===== config.mk =====
export PLATFORM = sky130hd
export DESIGN_NAME = count_down_loop
export DESIGN_NICKNAME = d
export VERILOG_FILES = /design/src/rtl/count_pkg.sv /design/src/rtl/count_down_loop.sv
export SDC_FILE = /design/constraint.sdc
export NUM_CORES = 1
export LEC_CHECK = 0
export ABC_AREA = 1
export CORE_ASPECT_RATIO = 1.4
export CORE_MARGIN = 5
export CORE_UTILIZATION = 30
export DETAILED_ROUTE_END_ITERATION = 8
export GPL_ROUTABILITY_DRIVEN = 0
export GPL_TIMING_DRIVEN = 0
export SKIP_LAST_GASP = 1
export SLEW_MARGIN = 30
export SYNTH_ARGS = -nofsm -noshare
export SYNTH_HDL_FRONTEND = slang
export SYNTH_SLANG_ARGS = --single-unit

===== constraint.sdc =====
create_clock -name i_clk -period 3.6 [get_ports i_clk]
set_input_delay 0.54 -clock i_clk [delete_from_list [all_inputs] [get_ports i_clk]]
set_output_delay 0.54 -clock i_clk [all_outputs]
set_load 0.01 [all_outputs]

===== src/rtl/count_pkg.sv =====
// Shared definitions for the counter family: state encoding, default sizing
// and the load-value clamp used by both the up- and down-counters.
package count_pkg;

    localparam int unsigned DEF_WIDTH = 3;
    localparam int unsigned DEF_MX    = 5;

    localparam logic [1:0] ST_IDLE = 2'd0;
    localparam logic [1:0] ST_RUN  = 2'd1;
    localparam logic [1:0] ST_HOLD = 2'd2;
    localparam logic [1:0] ST_DONE = 2'd3;

    function automatic int unsigned clamp_mx(input int unsigned val, input int unsigned mx);
        return (val > mx) ? mx : val;
    endfunction

endpackage


===== src/rtl/count_down_loop.sv =====
// Loadable down-counter with run/hold control; stops with a done pulse at zero
// or reloads MX and keeps running with a wrap pulse.
module count_down_loop
    import count_pkg::*;
#(
    parameter int unsigned WIDTH = DEF_WIDTH,
    parameter int unsigned MX    = DEF_MX
) (
    input  logic             i_clk,
    input  logic             i_rst,
    input  logic             i_start,
    input  logic             i_pause,
    input  logic             i_load,
    input  logic [WIDTH-1:0] i_load_val,
    input  logic             i_auto_reload,
    output logic [WIDTH-1:0] o_count,
    output logic             o_busy,
    output logic             o_done,
    output logic             o_wrap
);

    localparam logic [WIDTH-1:0] MX_W = WIDTH'(MX);

    logic [1:0]       r_state;
    logic [1:0]       w_state_d;
    logic [WIDTH-1:0] r_count;
    logic [WIDTH-1:0] w_count_d;
    logic [WIDTH-1:0] w_load_clamped;
    logic             r_busy;
    logic             r_done;
    logic             r_wrap;
    logic             w_busy_d;
    logic             w_done_d;
    logic             w_wrap_d;

    assign w_load_clamped = WIDTH'(clamp_mx(32'(i_load_val), MX));

    // Priority within each state: load > pause > start > decrement.
    always_comb begin
        w_state_d = r_state;
        w_count_d = r_count;
        w_done_d  = 1'b0;
        w_wrap_d  = 1'b0;
        case (r_state)
            ST_IDLE: begin
                if (i_load) begin
                    w_count_d = w_load_clamped;
                end else if (i_start) begin
                    w_state_d = ST_RUN;
                    if (r_count == '0) w_count_d = MX_W;
                end
            end
            ST_RUN: begin
                if (i_load) begin
                    w_count_d = w_load_clamped;
                end else if (i_pause) begin
                    w_state_d = ST_HOLD;
                end else if (r_count == '0) begin
                    if (i_auto_reload) begin
                        w_count_d = MX_W;
                        w_wrap_d  = 1'b1;
                    end else begin
                        w_state_d = ST_DONE;
                        w_done_d  = 1'b1;
                    end
                end else begin
                    w_count_d = r_count - WIDTH'(1);
                end
            end
            ST_HOLD: begin
                if (i_load) begin
                    w_count_d = w_load_clamped;
                end else if (i_start) begin
                    w_state_d = ST_RUN;
                end
            end
            ST_DONE: begin
                w_state_d = ST_IDLE;
            end
            default: begin
                w_state_d = ST_IDLE;
            end
        endcase
    end

    assign w_busy_d = (w_state_d == ST_RUN) || (w_state_d == ST_HOLD);

    always_ff @(posedge i_clk or posedge i_rst) begin
        if (i_rst) begin
            r_state <= ST_IDLE;
            r_count <= '0;
            r_busy  <= 1'b0;
            r_done  <= 1'b0;
            r_wrap  <= 1'b0;
        end else begin
            r_state <= w_state_d;
            r_count <= w_count_d;
            r_busy  <= w_busy_d;
            r_done  <= w_done_d;
            r_wrap  <= w_wrap_d;
        end
    end

    assign o_count = r_count;
    assign o_busy  = r_busy;
    assign o_done  = r_done;
    assign o_wrap  = r_wrap;

endmodule


==> run_results.csv, run 1 <==
group,metric,value,unit
outcome,outcome,"completed",
placed_design,portBuffers,14,
clock_tree,cts.clk_slew.worst_paths,0.05,ns
worst_setup_path,cp.required,3.06,ns
power,clkPwrFrac,0.110,
synth,synth-seq-area-share,0.3048,
power,p_per_area,718.4,nW/um2
global_routing,grt_use_total,0.09604,
clock_tree,cts.sinks,8,
routing,ant_nets,0,
sta,finalCriticalPeriod,1.826,ns
power,ir_worst_vdd,324.7,uV
worst_setup_path,critical_path_class,"flip-flop to primary output",
power,power.leakage,0.4406,nW
worst_setup_path,crit_arrival,1.29,ns
sta,fin_crit_sh,0.5072,
layout,final_nets,127,
worst_setup_path,r2r_end,"o_count[1]",
synth,syn-instance-count,94,
sta,worstMarginPinSlew,0.3102,ns
worst_setup_path,cp-start-kind,"flip-flop",
power,switching_share,0.4797,
global_routing,grt_pass1_vias,600,
routing,via_per_inst,4.647,
worst_setup_path,cp_top_family,"buffers and inverters",
synth,yosys_warnings,0,
sta,fmax,0.5476,GHz
routing,wl_per_cell,10.74,um
floorplanning,initial_core_util,0.3088,
clock_tree,clk_latency,0.25,ns
worst_setup_path,crit_fanout,5,
sta,tns,0,ns
routing,drc,0,
worst_setup_path,setup.worst_path.end_class,"primary output",
layout,fillers,228,
clock_tree,h-tree-depth,1,
worst_setup_path,rrSetupSlack,1.98,ns
job,cap_violations,0,
global_routing,grt_max_degree,10,
routing,vias,618,
clock_tree,ctsResizeCount,0,
synth,syn_area_per_cell,6.988,um2
synth,synth_top_area_cell,"dfrtp_1",
sta,finalHoldViolCount,0,
clock_tree,clock-root-buffer,"clkbuf_4",
clock_tree,post_cts_buffers,0,
routing,firstDrtPassIters,2,
layout,drive_gt1_frac,0.1622,
synth,synthTopCellsByArea,"dfrtp_1, nand2_1, ha_1",
power,p_switching,0.0002919,W
synth,ys_types,19,
global_routing,grt_pass1_wl,2449,um
clock_tree,cts_made_buffers,3,
worst_setup_path,crit_path_end,"o_count[0]",
floorplanning,dieArea,3239,um2
clock_tree,cts_tree,"built",
routing,drt_iter0_drc,13,
global_routing,grt_overflow,0,
power,p_int,0.0003166,W
worst_setup_path,critical_path_buf_inv_count,1,
clock_tree,cts_buffer_depth,2,
sta,drv_slew,0,
global_routing,antenna_found_initial,0,
power,combPwrFrac,0.621,
placed_design,dp_hpwl,1225,um
floorplanning,floorplan.rows,20,
power,total_power,0.0006085,W
worst_setup_path,path_depth,1,
power,sequentialPowerShare,0.269,
layout,diodes,0,
synth,syn_nets,108,
floorplanning,die_w,49.55,um
worst_setup_path,reg2regPathDepth,10,
floorplanning,fp.dieH,65.37,um
sta,finalSetupViolations,0,
floorplanning,ioPinCount,15,
layout,area_delta_synth_final,28.95,%
min_path,hp-class,"input pin to asynchronous set/reset pin",
worst_setup_path,path_cells,"clkdlybuf4s50_1",
worst_setup_path,rr_startpoint,"r_state[0]",
worst_setup_path,critPathMaxStageDelay,0.58,ns
routing,finalWirelength,1428,um
worst_setup_path,slowest_stage,"clkdlybuf4s50_1",
worst_setup_path,cp-startpoint,"o_count[0]",
floorplanning,core-area,2127,um2
sta,fin_worst_skew,0.006563,ns
sta,max_slew_margin,0.7930,
synth,synth_top_cell_area_share,0.3048,
sta,rsz0062_at_grt,"false",
synth,synth_seq_cells,8,
clock_tree,hold_buffers,0,
synth,syn_area,656.9,um2
==> sequential cells by signal, indices dropped and copies added, names as in the netlist <==
name / cells
o_done: 1
o_busy: 1
o_count: 3
r_state: 2
o_wrap: 1
==> worst min path at each step <==
stage / to / slack [ns] / cells after the start
floorplan: o_busy / 0.36 / 1
global placement: o_count[2] / 0.56 / 2
detailed placement: o_count[2] / 0.55 / 2
CTS: o_done / 0.54 / 2
global route: o_done / 0.57 / 2
finish: o_done / 0.53 / 2
==> cells in the mapped netlist <==
| library cell | instances |
|---|---|
| nand2_1 | 31 |
| inv_1 | 14 |
| dfrtp_1 | 8 |
| nand3_1 | 7 |
| ha_1 | 5 |
| a21oi_1 | 4 |
| nand2_2 | 4 |
| nor2_1 | 3 |
| o21ai_0 | 3 |
| inv_4 | 2 |
| nor2_2 | 2 |
| nor2_4 | 2 |
| nor3_1 | 2 |
| o21ai_1 | 2 |
| a21oi_2 | 1 |
| nand2_4 | 1 |
| nand3_2 | 1 |
| nand4_2 | 1 |
| o21ai_2 | 1 |
==> per-layer routing <==
metal	global-route usage	routed length, um	up-vias
met5	0	0	-
met4	0.01967	17	0
met3	0.03401	59	2
met2	0.1959	835	10
met1	0.08647	516	275
li1	-	-	331
==> cells by family (layout without fill, tap and decap cells) <==
kind of cell / after synthesis / in the layout / share of synthesized area
AND/OR/NAND/NOR: 54 / 54 / 0.4057
buffers and inverters: 16 / 33 / 0.09904
AO/OA/AOI/OAI: 11 / 11 / 0.09524
adder cells (fa/ha/maj): 5 / 5 / 0.09524
flip-flops: 8 / 8 / 0.3048
==> worst reg2reg max path: stages, from the launching register on <==
cell and delay [ns]:
dfrtp_1 0.44, inv_1 0.12, ha_1 0.23, inv_1 0.12
nand2_1 0.13, nand3_2 0.08, nand2_2 0.06, nor2_4 0.14
nand2_2 0.08, nand2_1 0.06, nand2_1 0.06
==> final cells by class <==
class | count | area, um2 | share of cell area
Sequential cell | 8 | 200.2 | 0.2363
Tap cell | 22 | 27.53 | 0.03250
Timing Repair Buffer | 14 | 140.1 | 0.1654
Clock buffer | 3 | 22.52 | 0.02659
Inverter | 16 | 65.06 | 0.07681
Multi-Input combinational cell | 70 | 391.6 | 0.4623
==> placed cells by master (no fill, tap or decap) <==
master,n
nor3_1,2
inv_4,2
nor2_1,3
clkbuf_4,3
inv_1,14
a21oi_2,1
nand2_4,1
o21ai_1,2
nand2_1,31
nor2_4,2
nand3_2,1
a21oi_1,4
o21ai_0,3
dfrtp_1,8
nand3_1,7
clkdlybuf4s50_1,14
nand4_2,1
ha_1,5
nand2_2,4
nor2_2,2
o21ai_2,1
==> power groups by stage <==
stage | combinational, W | clock, W | sequential (W)
after floorplan | 0.000265 | 0 | 0.000167
after global placement | 0.000380 | 0 | 0.000166
after detailed placement | 0.000384 | 0 | 0.000165
after CTS | 0.000385 | 0.0000712 | 0.000164
after global routing | 0.000424 | 0.0000785 | 0.000170
final | 0.000378 | 0.0000669 | 0.000164
==> through the flow <==
stage | worst slack [ns] | hold WS [ns] | std cells | instance area [um2] | utilization
6_report | 1.774 | 0.5333 | 133 | 847.1 | 0.3982
2_1_floorplan | 2.207 | 0.3557 | 94 | 656.9 | -
4_1_cts | 1.755 | 0.5409 | 133 | 847.1 | 0.3982
3_5_place_dp | 1.778 | 0.5536 | 130 | 824.5 | 0.3876
5_1_grt | 1.703 | 0.5655 | 133 | 847.1 | 0.3982
3_3_place_gp | 1.782 | 0.5556 | 130 | 824.5 | 0.3876
Power figures use the tool's default switching activity.
==> run 2, diff against run 1 <==
- clock period: 3.6 -> 1.6 ns (I/O delays scaled with it)
==> run 2 against run 1 <==
Sequential cell count stayed put. Via count is 1.9% higher. Worst hold slack worse by 0.30 ns. Largest cell class unchanged. Largest power group unchanged.
==> run_results.csv, run 2 (synthesis results as in run 1) <==
group,metric,value,unit
power,p_switching,0.0006787,W
worst_setup_path,cp-start-kind,"flip-flop",
sta,drv_slew,0,
routing,drt_iter0_drc,8,
floorplanning,ioPinCount,15,
sta,finalHoldViolCount,0,
placed_design,dp_slack,-0.02768,ns
layout,area_delta_synth_final,33.71,%
global_routing,grt_use_total,0.09604,
clock_tree,clock-root-buffer,"clkbuf_4",
routing,drc,0,
sta,fmax,0.6555,GHz
placed_design,dpl.cell_count,130,
sta,finalSetupViolations,0,
power,clkPwrFrac,0.104,
worst_setup_path,path_cells,"clkdlybuf4s50_1",
power,sequentialPowerShare,0.256,
sta,finalCriticalPeriod,1.526,ns
layout,final_nets,129,
power,switching_share,0.4672,
layout,drive_gt1_frac,0.2212,
sta,worst_slack,0.07444,ns
worst_setup_path,critical_path_class,"flip-flop to primary output",
power,p_per_area,1654,nW/um2
worst_setup_path,critical_path_buf_inv_count,1,
clock_tree,hold_buffers,0,
layout,largest_register_ffs,3,
placed_design,portBuffers,14,
clock_tree,cts.clk_slew.worst_paths,0.05,ns
worst_setup_path,setup.worst_path.end_class,"primary output",
clock_tree,h-tree-depth,1,
clock_tree,clk_latency,0.25,ns
routing,firstDrtPassIters,2,
sta,fin_crit_sh,0.9535,
routing,finalWirelength,1462,um
min_path,hp-class,"input pin to asynchronous set/reset pin",
layout,layout_commonest_cell,"nand2_1",
power,ir_worst_vdd,731.0,uV
worst_setup_path,crit_arrival,1.29,ns
layout,diodes,0,
outcome,outcome,"completed",
sta,fin_worst_skew,0.006565,ns
routing,via_per_inst,4.667,
layout,fillers,225,
sta,rsz0062_at_grt,"false",
floorplanning,dieArea,3239,um2
floorplanning,die_w,49.55,um
layout,layout_common_cells,"nand2_1, clkdlybuf4s50_1, inv_1, nand3_1, dfrtp_1",
routing,wl_per_cell,10.83,um
global_routing,grt_pass1_vias,600,
clock_tree,cts_tree,"built",
global_routing,grt_max_degree,10,
clock_tree,cts_buffer_depth,2,
worst_setup_path,critPathMaxStageDelay,0.58,ns
power,total_power,0.001453,W
power,power.leakage,0.4504,nW
clock_tree,cts_made_buffers,3,
sta,max_slew_margin,0.7931,
floorplanning,core-area,2127,um2
job,cap_violations,0,
power,combPwrFrac,0.640,
sta,worstMarginPinSlew,0.3100,ns
floorplanning,initial_core_util,0.3088,
placed_design,dp_hpwl,1225,um
global_routing,grt_pass1_wl,2449,um
power,p_int,0.0007741,W
clock_tree,cts.sinks,8,
routing,vias,630,
worst_setup_path,crit_fanout,5,
floorplanning,fp.dieH,65.37,um
routing,ant_nets,0,
global_routing,antenna_found_initial,0,
layout,instances_no_fill,135,
worst_setup_path,cp_top_family,"buffers and inverters",
worst_setup_path,slowest_stage,"clkdlybuf4s50_1",
global_routing,grt_overflow,0,
floorplanning,floorplan.rows,20,
worst_setup_path,cp.required,1.36,ns
[run 2: cell count changes in the layout (fill, tap and decap cells not counted)]
cell / change
buf_4: +2
inv_1: -2
inv_2: +2
dfrtp_1: -1
dfrtp_2: +1
ha_1: -1
ha_4: +1
nand2_1: -1
nand2_2: +1
[run 2: worst register-to-register path, cell delays in order, from the launching register on]
cell and delay (ns):
dfrtp_2 0.44, buf_4 0.15, ha_1 0.28, o21ai_1 0.16
nand2_1 0.06, nand2_1 0.06, o21ai_0 0.08, nand3_1 0.07
nand2_1 0.06
[run 2: final timing paths]
check	slack [ns]	from	to	depth (start not counted)
min in group i_clk	0.56	o_count[2]	o_count[2]	2
max	0.07	o_count[0]	o_count[0]	1
min reg2reg	0.56	o_count[2]	o_count[2]	2
max reg2reg	0.13	r_state[0]	o_count[1]	8
max in group asynchronous	1.10	i_rst	r_state[0]	2
min	0.23	i_rst	o_done	2
[run 2: cell type report]
type                       count  area (um2)  area share
multi-input combinational     70       406.6      0.4630
sequential                     8       201.4      0.2293
timing repair buffer          16       155.1      0.1766
inverter                      16       65.06     0.07407
tap                           22       27.53     0.03134
clock buffer                   3       22.52     0.02564
[run 2: stage by stage]
stage,instance area [um2],utilization,hold WS [ns],setup TNS (ns)
detailed placement,824.5,0.3876,0.5166,-0.03985
CTS,848.3,0.3988,0.2408,0
global placement,824.5,0.3876,0.4937,-0.002575
global route,878.3,0.4129,0.2654,0
finish,878.3,0.4129,0.2333,0
floorplan,656.9,-,0.05566,0
[run 2: per-layer routing]
layer  vias up  part of all wire  track usage
li1        335                 -            -
met1       283              0.35      0.08647
met2        10              0.60       0.1959
met3         2             0.040      0.03401
met4         0             0.012      0.01967
met5         -                 0            0
[run 2: repair_timing]
action                                  4_1_cts  5_1_grt
cloned                                        0        0
setup buffers                                 0        2
endpoints found under the setup margin        3        4
resized for setup                             1        4
[run 2: power groups by stage]
stage	clock network [W]	logic (W)	registers [W]
5_1_grt	0.000177	0.00103	0.000386
4_1_cts	0.000160	0.000867	0.000371
6_report	0.000150	0.000930	0.000372
2_1_floorplan	0	0.000597	0.000377
3_5_place_dp	0	0.000865	0.000371
3_3_place_gp	0	0.000855	0.000373
==> run 3, diff against run 2 <==
- GPL_TIMING_DRIVEN: 0 -> default
==> run 3 against run 2 <==
Via count rose by 0.95%. Sequential power down 3%. Cell area is 0.71% higher. Die area is the same. Register-to-register slack about the same. Critical path type unchanged. Largest cell class unchanged. Largest power group unchanged. Highest routed layer unchanged.
==> run_results.csv, run 3 (synthesis results as in run 1) <==
group,metric,value,unit
worst_setup_path,cp-startpoint,"o_count[0]",
floorplanning,floorplan.rows,20,
clock_tree,cts.clk_slew.worst_paths,0.06,ns
clock_tree,clk_latency,0.26,ns
worst_setup_path,crit_fanout,5,
placed_design,dp_hpwl,1256,um
routing,drc,0,
clock_tree,h-tree-depth,1,
layout,fillers,219,
worst_setup_path,path_cells,"clkdlybuf4s50_1",
floorplanning,core-area,2127,um2
sta,finalHoldViolCount,0,
placed_design,placedInstanceArea,832.0,um2
layout,fin_area,884.6,um2
worst_setup_path,cp_top_family,"buffers and inverters",
worst_setup_path,critical_path_class,"flip-flop to primary output",
routing,via_per_inst,4.676,
routing,firstDrtPassIters,3,
worst_setup_path,setup.worst_path.end_class,"primary output",
worst_setup_path,reg2regPathDepth,9,
worst_setup_path,rr_startpoint,"r_state[1]",
routing,vias,636,
global_routing,antenna_found_initial,0,
layout,final_util,0.4159,
routing,ant_nets,0,
global_routing,use_met1,0.1021,
worst_setup_path,cp-start-kind,"flip-flop",
outcome,outcome,"completed",
global_routing,grt_pass1_wl,2601,um
layout,area_delta_synth_final,34.67,%
clock_tree,cts_buffer_depth,2,
sta,fin_crit_sh,0.9717,
sta,finalCriticalPeriod,1.555,ns
clock_tree,clock-root-buffer,"clkbuf_4",
clock_tree,cts.sinks,8,
layout,diodes,0,
power,power.leakage,0.4559,nW
clock_tree,cts_made_buffers,3,
global_routing,grt_use_total,0.09939,
sta,finalSetupViolations,0,
sta,fin_worst_skew,0.01092,ns
worst_setup_path,r2r_end,"o_count[1]",
placed_design,portBuffers,14,
sta,fmax,0.6432,GHz
global_routing,grtUsageMet3,0.01134,
floorplanning,initial_core_util,0.3088,
routing,wl_per_cell,10.95,um
global_routing,busiest_layer,"met2",
floorplanning,dieArea,3239,um2
layout,drive_gt1_frac,0.2193,
routing,finalWirelength,1489,um
worst_setup_path,slowest_stage,"clkdlybuf4s50_1",
job,cap_violations,0,
layout,layout_common_cells,"nand2_1, clkdlybuf4s50_1, inv_1, dfrtp_1, nand3_1",
min_path,hp-class,"input pin to asynchronous set/reset pin",
clock_tree,cts_tree,"built",
worst_setup_path,critPathMaxStageDelay,0.59,ns
global_routing,grt_max_degree,10,
clock_tree,hold_buffers,0,
global_routing,grt_overflow,0,
power,p_per_area,1664,nW/um2
global_routing,grt_pass1_vias,628,
floorplanning,die_w,49.55,um
worst_setup_path,critical_path_buf_inv_count,1,
routing,drt_iter0_drc,5,
power,ir_worst_vdd,812.0,uV
floorplanning,fp.dieH,65.37,um
layout,layout_commonest_cell,"nand2_1",
sta,max_slew_margin,0.7937,
layout,largest_register_ffs,3,
sta,drv_slew,0,
worst_setup_path,rrSetupSlack,0.13,ns
worst_setup_path,crit_arrival,1.31,ns
worst_setup_path,cp.required,1.36,ns
global_routing,grt.met2_usage,0.1911,
layout,final_nets,130,
sta,worstMarginPinSlew,0.3092,ns
floorplanning,ioPinCount,15,
[run 3: routing by layer]
layer	up-vias	wire, um
met3	4	40
met5	-	0
met1	286	590
met2	10	830
li1	336	-
met4	0	28
[run 3: per-stage QoR]
stage | TNS, ns | cells | setup WS [ns] | hold slack (ns) | total power [W]
2_1_floorplan | 0 | 94 | 0.2073 | 0.05566 | 0.0009740
3_3_place_gp | 0 | 131 | 0.04693 | 0.5012 | 0.001257
3_5_place_dp | 0 | 131 | 0.03573 | 0.5174 | 0.001254
4_1_cts | 0 | 134 | 0.02068 | 0.2383 | 0.001417
5_1_grt | -0.004979 | 136 | -0.004979 | 0.2624 | 0.001611
6_report | 0 | 136 | 0.04527 | 0.2281 | 0.001472
[run 3: report_power, final]
| part | leakage [nW] | switching (W) | total (W) | internal (W) |
|---|---|---|---|---|
| Sequential | 0.104 | 0.0000840 | 0.000359 | 0.000275 |
| Clock | 0.0138 | 0.0000776 | 0.000164 | 0.0000864 |
| Combinational | 0.338 | 0.000535 | 0.000949 | 0.000414 |
| Total | 0.456 | 0.000697 | 0.00147 | 0.000775 |
[run 3: repair_timing]
action | in CTS | in global routing
hold endpoints to repair | 0 | 0
resized for setup | 0 | 4
setup endpoints to repair | 0 | 3
buffers inserted | 0 | 2
[run 3: how the worst max path moves through the flow]
| stage | end | cells past startpoint |
|---|---|---|
| floorplan | o_count[2] | 10 |
| global placement | o_count[1] | 9 |
| detailed placement | o_count[1] | 9 |
| CTS | o_count[1] | 9 |
| global route | o_count[2] | 10 |
| finish | o_count[0] | 1 |
[run 3: cell type report]
class	instances	area, um2	share of cell area
multi-input cells	70	406.6	0.4597
repair buffers	17	162.7	0.1839
inverters	16	65.06	0.07355
well taps	22	27.53	0.03112
clock buffers	3	22.52	0.02546
flip-flops and latches	8	200.2	0.2263
